===== src/rtl/ilk_rx_disparity_if.sv =====
// Lane-word bus for the Interlaken RX disparity checker.
// Upstream side (block aligner) drives din/din_valid; the checker returns the
// de-inverted payload with its classification flags.
//   din        [66] inversion flag, [65:64] sync header, [63:0] payload
//   din_valid  din is taken on this clock edge (no backpressure)
//   dout       de-inverted payload
//   dout_ctrl  control word (header 2'b10)
//   dout_valid qualifies dout, dout_ctrl, hdr_err, disp_err
//   hdr_err    illegal sync header (2'b00 / 2'b11)
//   disp_err   running-disparity bound exceeded on this word
interface ilk_rx_disparity_if;
  logic [66:0] din;
  logic        din_valid;
  logic [63:0] dout;
  logic        dout_ctrl;
  logic        dout_valid;
  logic        hdr_err;
  logic        disp_err;

  modport master (
    output din, din_valid,
    input  dout, dout_ctrl, dout_valid, hdr_err, disp_err
  );

  modport slave (
    input  din, din_valid,
    output dout, dout_ctrl, dout_valid, hdr_err, disp_err
  );
endinterface


===== src/rtl/ilk_rx_disparity.sv =====
// Interlaken RX 64b/67b word checker: undoes payload inversion, classifies the
// sync header, tracks signed running disparity against RD_LIMIT and keeps a
// saturating count of flagged words. Three pipeline stages, one word/clock.
// Ports:
//   clk      rising-edge clock
//   rst_n    asynchronous active-low reset
//   clr_cnt  synchronous clear of err_cnt (wins over an increment)
//   bus      lane-word interface (slave side)
//   rd_out   running disparity, two's complement
//   err_cnt  saturating count of words with hdr_err or disp_err
module ilk_rx_disparity #(
  parameter int RD_LIMIT  = 96,
  parameter int RD_WIDTH  = 10,
  parameter int CNT_WIDTH = 16
) (
  input  logic                 clk,
  input  logic                 rst_n,
  input  logic                 clr_cnt,
  ilk_rx_disparity_if.slave    bus,
  output logic [RD_WIDTH-1:0]  rd_out,
  output logic [CNT_WIDTH-1:0] err_cnt
);

  localparam logic signed [RD_WIDTH-1:0] LIM_POS = RD_WIDTH'(RD_LIMIT);
  localparam logic signed [RD_WIDTH-1:0] LIM_NEG = RD_WIDTH'(-RD_LIMIT);

  // S1
  logic        s1_valid_d, s1_valid_q;
  logic [63:0] s1_payload_d, s1_payload_q;
  logic        s1_ctrl_d, s1_ctrl_q;
  logic        s1_hdr_err_d, s1_hdr_err_q;
  logic [4:0]  s1_psum_d [8];
  logic [4:0]  s1_psum_q [8];

  // S2
  logic                       s2_valid_d, s2_valid_q;
  logic [63:0]                s2_payload_d, s2_payload_q;
  logic                       s2_ctrl_d, s2_ctrl_q;
  logic                       s2_hdr_err_d, s2_hdr_err_q;
  logic signed [RD_WIDTH-1:0] s2_d_d, s2_d_q;

  // S3 / outputs
  logic                       dout_valid_d, dout_valid_q;
  logic [63:0]                dout_d, dout_q;
  logic                       dout_ctrl_d, dout_ctrl_q;
  logic                       hdr_err_d, hdr_err_q;
  logic                       disp_err_d, disp_err_q;
  logic signed [RD_WIDTH-1:0] rd_d, rd_q;
  logic [CNT_WIDTH-1:0]       err_cnt_d, err_cnt_q;

  // Popcount tree intermediates
  logic [68:0]                din_pad;
  logic [2:0]                 lvl1 [24];
  logic [4:0]                 psum_pad [9];
  logic [6:0]                 lvl3 [3];
  logic [8:0]                 popcnt;
  logic signed [RD_WIDTH-1:0] rd_next;
  logic                       viol;

  always_comb begin
    // S1: de-invert, decode header, first two levels of the popcount tree.
    // Disparity is measured on the line bits, so the flag bit is counted too.
    din_pad      = {2'b00, bus.din};
    s1_valid_d   = bus.din_valid;
    s1_payload_d = bus.din[66] ? ~bus.din[63:0] : bus.din[63:0];
    s1_ctrl_d    = (bus.din[65:64] == 2'b10);
    s1_hdr_err_d = (bus.din[65:64] == 2'b00) || (bus.din[65:64] == 2'b11);
    for (int i = 0; i < 23; i++) begin
      lvl1[i] = 3'(din_pad[3*i]) + 3'(din_pad[3*i+1]) + 3'(din_pad[3*i+2]);
    end
    lvl1[23] = 3'd0;
    for (int j = 0; j < 8; j++) begin
      s1_psum_d[j] = 5'(lvl1[3*j]) + 5'(lvl1[3*j+1]) + 5'(lvl1[3*j+2]);
    end

    // S2: finish the tree, then d = 2p - 67.
    for (int j = 0; j < 8; j++) begin
      psum_pad[j] = s1_psum_q[j];
    end
    psum_pad[8] = 5'd0;
    for (int k = 0; k < 3; k++) begin
      lvl3[k] = 7'(psum_pad[3*k]) + 7'(psum_pad[3*k+1]) + 7'(psum_pad[3*k+2]);
    end
    popcnt       = 9'(lvl3[0]) + 9'(lvl3[1]) + 9'(lvl3[2]);
    s2_valid_d   = s1_valid_q;
    s2_payload_d = s1_payload_q;
    s2_ctrl_d    = s1_ctrl_q;
    s2_hdr_err_d = s1_hdr_err_q;
    s2_d_d       = RD_WIDTH'({popcnt, 1'b0}) - RD_WIDTH'(67);

    // S3: running disparity uses its own registered rd, so back-to-back
    // words chain without a hazard. A violation resyncs rd to 0.
    rd_next      = rd_q + s2_d_q;
    viol         = (rd_next > LIM_POS) || (rd_next < LIM_NEG);
    dout_valid_d = s2_valid_q;
    dout_d       = dout_q;
    dout_ctrl_d  = dout_ctrl_q;
    hdr_err_d    = 1'b0;
    disp_err_d   = 1'b0;
    rd_d         = rd_q;
    err_cnt_d    = err_cnt_q;
    if (s2_valid_q) begin
      dout_d      = s2_payload_q;
      dout_ctrl_d = s2_ctrl_q;
      hdr_err_d   = s2_hdr_err_q;
      disp_err_d  = viol;
      rd_d        = viol ? '0 : rd_next;
      if ((s2_hdr_err_q || viol) && (err_cnt_q != '1)) begin
        err_cnt_d = err_cnt_q + 1'b1;
      end
    end
    if (clr_cnt) begin
      err_cnt_d = '0;
    end
  end

  always_ff @(posedge clk or negedge rst_n) begin
    if (!rst_n) begin
      s1_valid_q   <= 1'b0;
      s1_payload_q <= '0;
      s1_ctrl_q    <= 1'b0;
      s1_hdr_err_q <= 1'b0;
      for (int j = 0; j < 8; j++) s1_psum_q[j] <= '0;
      s2_valid_q   <= 1'b0;
      s2_payload_q <= '0;
      s2_ctrl_q    <= 1'b0;
      s2_hdr_err_q <= 1'b0;
      s2_d_q       <= '0;
      dout_valid_q <= 1'b0;
      dout_q       <= '0;
      dout_ctrl_q  <= 1'b0;
      hdr_err_q    <= 1'b0;
      disp_err_q   <= 1'b0;
      rd_q         <= '0;
      err_cnt_q    <= '0;
    end else begin
      s1_valid_q   <= s1_valid_d;
      s1_payload_q <= s1_payload_d;
      s1_ctrl_q    <= s1_ctrl_d;
      s1_hdr_err_q <= s1_hdr_err_d;
      for (int j = 0; j < 8; j++) s1_psum_q[j] <= s1_psum_d[j];
      s2_valid_q   <= s2_valid_d;
      s2_payload_q <= s2_payload_d;
      s2_ctrl_q    <= s2_ctrl_d;
      s2_hdr_err_q <= s2_hdr_err_d;
      s2_d_q       <= s2_d_d;
      dout_valid_q <= dout_valid_d;
      dout_q       <= dout_d;
      dout_ctrl_q  <= dout_ctrl_d;
      hdr_err_q    <= hdr_err_d;
      disp_err_q   <= disp_err_d;
      rd_q         <= rd_d;
      err_cnt_q    <= err_cnt_d;
    end
  end

  assign bus.dout       = dout_q;
  assign bus.dout_ctrl  = dout_ctrl_q;
  assign bus.dout_valid = dout_valid_q;
  assign bus.hdr_err    = hdr_err_q;
  assign bus.disp_err   = disp_err_q;
  assign rd_out         = rd_q;
  assign err_cnt        = err_cnt_q;

endmodule


===== src/flat_wrapper.sv =====
// flat-port wrapper written by rule: the top's interface ports become plain ports
module ilk_rx_disparity_flat 
#(
  parameter int RD_LIMIT  = 96,
  parameter int RD_WIDTH  = 10,
  parameter int CNT_WIDTH = 16
)
  (clk, rst_n, clr_cnt, rd_out, err_cnt, bus_din, bus_din_valid, bus_dout, bus_dout_ctrl, bus_dout_valid, bus_hdr_err, bus_disp_err);
  ilk_rx_disparity_if bus_i ();
  input  logic clk;
  input  logic rst_n;
  input  logic clr_cnt;
  output logic [RD_WIDTH-1:0] rd_out;
  output logic [CNT_WIDTH-1:0] err_cnt;
  input wire logic [$bits(bus_i.din)-1:0] bus_din;
  input wire logic [$bits(bus_i.din_valid)-1:0] bus_din_valid;
  output wire logic [$bits(bus_i.dout)-1:0] bus_dout;
  output wire logic [$bits(bus_i.dout_ctrl)-1:0] bus_dout_ctrl;
  output wire logic [$bits(bus_i.dout_valid)-1:0] bus_dout_valid;
  output wire logic [$bits(bus_i.hdr_err)-1:0] bus_hdr_err;
  output wire logic [$bits(bus_i.disp_err)-1:0] bus_disp_err;
  assign bus_i.din = bus_din;
  assign bus_i.din_valid = bus_din_valid;
  assign bus_dout = bus_i.dout;
  assign bus_dout_ctrl = bus_i.dout_ctrl;
  assign bus_dout_valid = bus_i.dout_valid;
  assign bus_hdr_err = bus_i.hdr_err;
  assign bus_disp_err = bus_i.disp_err;
  ilk_rx_disparity #(.RD_LIMIT(RD_LIMIT), .RD_WIDTH(RD_WIDTH), .CNT_WIDTH(CNT_WIDTH)) u_core (.clk(clk), .rst_n(rst_n), .clr_cnt(clr_cnt), .bus(bus_i), .rd_out(rd_out), .err_cnt(err_cnt));
endmodule

===== config.mk =====
export PLATFORM = sky130hd
export DESIGN_NAME = ilk_rx_disparity_flat
export DESIGN_NICKNAME = d
export VERILOG_FILES = /design/src/rtl/ilk_rx_disparity_if.sv /design/src/rtl/ilk_rx_disparity.sv /design/src/flat_wrapper.sv
export SDC_FILE = /design/constraint.sdc
export NUM_CORES = 1
export LEC_CHECK = 0
export CORE_MARGIN = 1.5
export CORE_UTILIZATION = 56
export DETAILED_ROUTE_END_ITERATION = 8
export GPL_TIMING_DRIVEN = 0
export PLACE_DENSITY_LB_ADDON = 0.15
export SKIP_CTS_REPAIR_TIMING = 1
export SLEW_MARGIN = 40
export SYNTH_ARGS = -nofsm -noshare
export SYNTH_HDL_FRONTEND = slang
export SYNTH_SLANG_ARGS = --single-unit
export TNS_END_PERCENT = 5

===== constraint.sdc =====
create_clock -name clk -period 4.75 [get_ports clk]
set_input_delay 1.1875 -clock clk [delete_from_list [all_inputs] [get_ports clk]]
set_output_delay 1.1875 -clock clk [all_outputs]
set_load 0.03 [all_outputs]

==> metrics.cfg, run 1 <==
[outcome]
status = finished clean

[synth]
yosys.area_share.adder_pct = 21.3
synth_edf_count = 0
synth_ff_type = dfrtp_1
synth_simple_gate_area_share_pct = 3.64
synth.most_common_cell = dfrtp_1
synth_mux_area_share_pct = 5.57
syn_avg_cell_area_um2 = 13.1
syn_area_um2 = 13500
synth_top_family_by_area = adder cells
synth_compound_area_share_pct = 6.90
synth_top_area_share_pct = 51.4
yosysSeqAreaShare_pct = 51.4
syn_nets = 1302
yosys_warnings = 0
synth_cells = 1028
synth_xor_area_share_pct = 8.18
yosys-top-cells-area = dfrtp_1 51%, ha_1 15%, fa_1 6.7%
yosysTopAreaCell = dfrtp_1
synthArstFlopShare_pct = 100
yosysUniqueCellTypes = 43
yosys-top-cells-count = 277 x dfrtp_1, 158 x ha_1, 88 x xor2_1, 85 x inv_1, 66 x a21oi_1
synth_seq_cells = 277

[sta]
drv_slew = 0
timing.final.crit_share_pct = 92.7
final-setup-viol-count = 0
setup_tns_ps = 0
timing.fmax_mhz = 227
fin_ws_ps = 348
period_needed_ps = 4400
slew_headroom_pct = 51.6
hold_violations = 0
rsz0062_at_grt = false
tightest_slew_ps = 726
skew_ps = 15.9

[clocking]
cts_buffers = 30
htreeDepth = 1
cts_num_sinks = 277
root_buffer = clkbuf_16
clk_pin_slew_ps = 60
cts_tree = done
cts_buffer_depth = 3
insertion_delay_ps = 540

[routing]
routed_wl_um = 23500
vias = 8031
drt_iter0_markers = 335
wl_per_cell_um = 15.0
drc_errors = 0
vias_per_cell = 5.12
ant_nets = 0
drtPass1Iterations = 4

[floorplanning]
start_util_pct = 57.3
io-pin-count = 165
num_rows = 56
die_area_um2 = 25000
die_x_um = 158
core_um2 = 23500
die_h_um = 158

[layout]
fillerInstances = 1655
areaGrowthSynthToFinish_pct = 23.7
nets = 1500
regArea_um2 = 6930
layoutNonFillerInstCount = 1569
drive_gt1_share_pct = 10.8
antenna_cells = 0
multiInputGateArea_um2 = 6160

[worst_setup_path]
critPathLaunchType = register
cp-end-kind = register
crit_arrival_ps = 4860
crit_type = register to register
worst-path-max-fanout = 5
cp.required_ps = 5210

[place]
gp_congestion = 0.803
port_buffers = 163
dpl_worst_slack_ps = 224
dp.cells = 1513
dpl.hpwl_um = 17000

[global_routing]
grt_pass1_vias = 8238
grt_pass1_wl_um = 39200
antenna_found_initial = 0
grt_max_degree = 75
track_usage_pct = 19.6
grt_overflow = 0

[worst_hold_path]
hold_path_class = register to register

[job]
max_cap_violations = 0

==> sequential cells by signal, summed over array words and instances, names as in the netlist, 10 cells and up <==
name / cells
u_core.s1_payload_q: 64
u_core.s2_payload_q: 64
u_core.err_cnt: 16
u_core.rd_out: 10
u_core.psum_pad: 39
u_core.s2_d_q: 10
u_core.bus.dout: 64
==> final cells by class <==
class                           count  area share [%]
Clock buffer                       41            5.35
Sequential cell                   277            41.5
Tap cell                          319            2.39
Inverter                           85            1.91
Buffer                             22           0.525
Clock inverter                     15            1.09
Multi-Input combinational cell    644            36.9
Timing Repair Buffer              166            10.3
==> cell usage in the layout, fill, tap and decap left out, types with 4 or more instances in the layout <==
cell type	instances
mux2_2	65
inv_1	85
o21bai_1	6
or3_1	10
a21o_1	27
fa_1	45
clkdlybuf4s50_1	162
xnor2_1	38
a21oi_1	66
bufinv_16	4
nand4_1	5
nand2_1	17
clkinv_2	9
dfrtp_1	277
xor2_1	88
buf_1	9
clkbuf_8	8
clkbuf_16	31
ha_1	158
nor2_1	25
clkbuf_1	11
nand2b_1	5
o21ai_0	22
o22ai_1	8
nor3_1	4
o31ai_1	6
or4_1	6
nand3_1	9
==> worst max-delay path: stages (launching register included) <==
cell       delay, ps
dfrtp_1          360
ha_1             220
fa_1             560
fa_1             480
ha_1             320
a21o_1           150
a21oi_1          210
o21bai_1          80
a21oi_1          210
xnor2_1          100
ha_1             350
nor3_1            70
o21a_1           120
a211oi_2         310
o21ai_0          220
mux2i_1          190
a2bb2oi_1        210
xnor2_1          140
==> stage by stage <==
stage	hold WS, ps	area [um^2]	util, %
after global routing	351	16700	70.9
after floorplan	331	13500	-
after CTS	347	16700	70.9
after global placement	332	15500	66.0
after detailed placement	335	15600	66.3
final	344	16700	70.9
==> cell families (layout without fill, tap and decap cells) <==
logic type      Yosys count  in the layout
flops                   277            277
xor+xnor                126            126
compound gates          152            152
mux                      67             67
other cells               1              1
simple gates             95             95
buf+inv                 107            329
fa+ha+maj               203            203
==> final timing paths <==
path / startpoint / to / slack (ps) / depth (start not counted)
min in group asynchronous: rst_n / u_core.s2_payload_q[56] / 590 / 1
min: u_core.s1_payload_q[31] / u_core.s2_payload_q[31] / 340 / 0
max reg2reg: u_core.psum_pad[20] / u_core.s2_d_q[8] / 350 / 17
min reg2reg: u_core.s1_payload_q[31] / u_core.s2_payload_q[31] / 340 / 0
max in group asynchronous: rst_n / u_core.s2_payload_q[19] / 3020 / 3
max: u_core.psum_pad[20] / u_core.s2_d_q[8] / 350 / 17
==> layer usage <==
metal	track usage (%)	share of wire (%)	up-vias
li1	-	-	3863
met1	25.8	44	3971
met2	33.6	50	165
met3	3.89	5.2	32
met4	4.18	1.4	0
met5	0	0	-
Power of run 1 is not shown: default switching activity piles up to over one toggle a cycle in this logic, so the estimate is an artifact.
==> run 2: changes to the inputs <==
--- a/config.mk
+++ b/config.mk
@@ -9,2 +9,3 @@
 export CORE_UTILIZATION = 56
+export CTS_CLUSTER_SIZE = 40
 export DETAILED_ROUTE_END_ITERATION = 8
==> constraint.sdc (replaced) <==
create_clock -name clk -period 4.75 [get_ports clk]
set_input_delay 1.425 -clock clk [delete_from_list [all_inputs] [get_ports clk]]
set_output_delay 1.425 -clock clk [all_outputs]
set_load 0.03 [all_outputs]
==> results of run 2 <==
The final DEF is identical to that of run 1. Status: finished clean.
Power of run 2 is left out for the same reason.
==> run 3: changes to the inputs <==
PLACE_DENSITY_LB_ADDON = 0.3   (was 0.15)
==> run 3 against run 2 <==
Effect of this change:
- worst setup slack improved by 29 ps
- clock-buffer cell count stayed put
- worst hold slack lost 2.5 ps
- critical path depth did not move
- first-iteration DRC count fell by 27%
- final area decreased by 0.34%
- flip-flop and latch count unchanged
- critical path type unchanged
- highest routed layer unchanged
- final cell count unchanged
==> metrics.cfg, run 3 (synthesis results as in run 1) <==
[outcome]
status = finished clean

[routing]
wl_met1_um = 9890
drtPass1Iterations = 4
vias_per_cell = 5.10
wl_met2_um = 11900
wl_per_cell_um = 14.8
vias = 8007
drt_iter0_markers = 243
routed_wl_um = 23300
highest_layer = met4
wl_met3_um = 1090
ant_nets = 0
drc_errors = 0

[sta]
timing.fmax_mhz = 229
slew_headroom_pct = 51.6
tightest_slew_ps = 726
hold_violations = 0
timing.final.crit_share_pct = 92.1
final-setup-viol-count = 0
drv_slew = 0
fin_ws_ps = 377
rsz0062_at_grt = false
period_needed_ps = 4370
hold_slack_ps = 341
skew_ps = 7.80

[global_routing]
grt_pass1_vias = 8510
antenna_found_initial = 0
track_usage_pct = 19.8
grt_overflow = 0
grt_pass1_wl_um = 39600
grt_max_degree = 82

[place]
dp.cells = 1513
dpl.hpwl_um = 17100
dpl_worst_slack_ps = 174
dpl-instance-area_um2 = 15600
gp_congestion = 0.786
port_buffers = 163

[clocking]
cts_buffers = 30
insertion_delay_ps = 550
root_buffer = clkbuf_16
cts_tree = done
htreeDepth = 1
cts_num_sinks = 277
clk_pin_slew_ps = 60
cts_buffer_depth = 3

[floorplanning]
core_um2 = 23500
die_x_um = 158
start_util_pct = 57.3
die_h_um = 158
num_rows = 56
io-pin-count = 165
die_area_um2 = 25000

[worst_setup_path]
crit-reg2reg-launch = u_core.psum_pad[20]
critPathLaunchType = register
r2r_end = u_core.s2_d_q[8]
r2r_cells = 17
critPathCapture = u_core.s2_d_q[8]
cp-startpoint = u_core.psum_pad[20]
crit_arrival_ps = 4840
reg2reg_slack_ps = 380
worst-path-max-fanout = 5
cp.required_ps = 5210
crit_type = register to register
cp-end-kind = register

[layout]
fillerInstances = 1669
final_cell_mix = 277 x dfrtp_1, 162 x clkdlybuf4s50_1, 158 x ha_1
design_area_um2 = 16600
layoutNonFillerInstCount = 1569
drive_gt1_share_pct = 10.5
multiInputGateArea_um2 = 6160
nets = 1500
final_common_cell = dfrtp_1
antenna_cells = 0
regArea_um2 = 6930
areaGrowthSynthToFinish_pct = 23.3

[worst_hold_path]
hold_path_class = register to register

[job]
max_cap_violations = 0

==> run 3: cell types whose count changed in the layout (fill, tap and decap cells not counted), moves of 2 or more <==
| cell | change |
|---|---|
| clkbuf_1 | +4 |
| clkinv_2 | -2 |
| clkinvlp_4 | +2 |
| clkbuf_8 | -4 |
==> run 3: final cells by class <==
type	count	share of cell area, %
Multi-Input combinational cell	644	37.0
Tap cell	319	2.40
Clock inverter	15	0.993
Sequential cell	277	41.7
Buffer	22	0.526
Timing Repair Buffer	166	10.3
Clock buffer	41	5.13
Inverter	85	1.92
==> run 3: worst min path at each step <==
| stage | startpoint | depth (start not counted) | slack, ps | end |
|---|---|---|---|---|
| CTS | u_core.s1_payload_q[26] | 0 | 340 | u_core.s2_payload_q[26] |
| global route | u_core.s1_payload_q[29] | 0 | 350 | u_core.s2_payload_q[29] |
| detailed placement | u_core.s1_payload_q[13] | 0 | 330 | u_core.s2_payload_q[13] |
| finish | u_core.s1_payload_q[4] | 0 | 340 | u_core.s2_payload_q[4] |
| floorplan | u_core.s1_valid_q | 0 | 330 | u_core.dout_valid_d |
| global placement | u_core.s1_payload_q[46] | 0 | 330 | u_core.s2_payload_q[46] |
==> run 3: per-layer routing <==
| layer | up-vias | global-route usage, % |
|---|---|---|
| li1 | 3862 | - |
| met5 | - | 0 |
| met2 | 147 | 35.0 |
| met1 | 3957 | 25.1 |
| met3 | 41 | 3.45 |
| met4 | 0 | 5.07 |
==> run 3: critical path: stages (launching register included) <==
cell,delay [ps]
dfrtp_1,360
ha_1,230
fa_1,560
fa_1,480
ha_1,320
a21o_1,150
a21oi_1,200
o21bai_1,90
a21oi_1,230
xnor2_1,120
ha_1,370
nor3_1,80
o21a_1,110
a211oi_2,290
o21ai_1,160
mux2i_1,180
a2bb2oi_1,220
xnor2_1,140
==> run 3: per-stage QoR <==
stage               utilization, %  TNS [ps]
CTS                           70.7         0
detailed placement            66.3         0
global route                  70.7         0
global placement              66.0  -2499390
floorplan                        -         0
finish                        70.7         0
Power of run 3 is left out for the same reason.
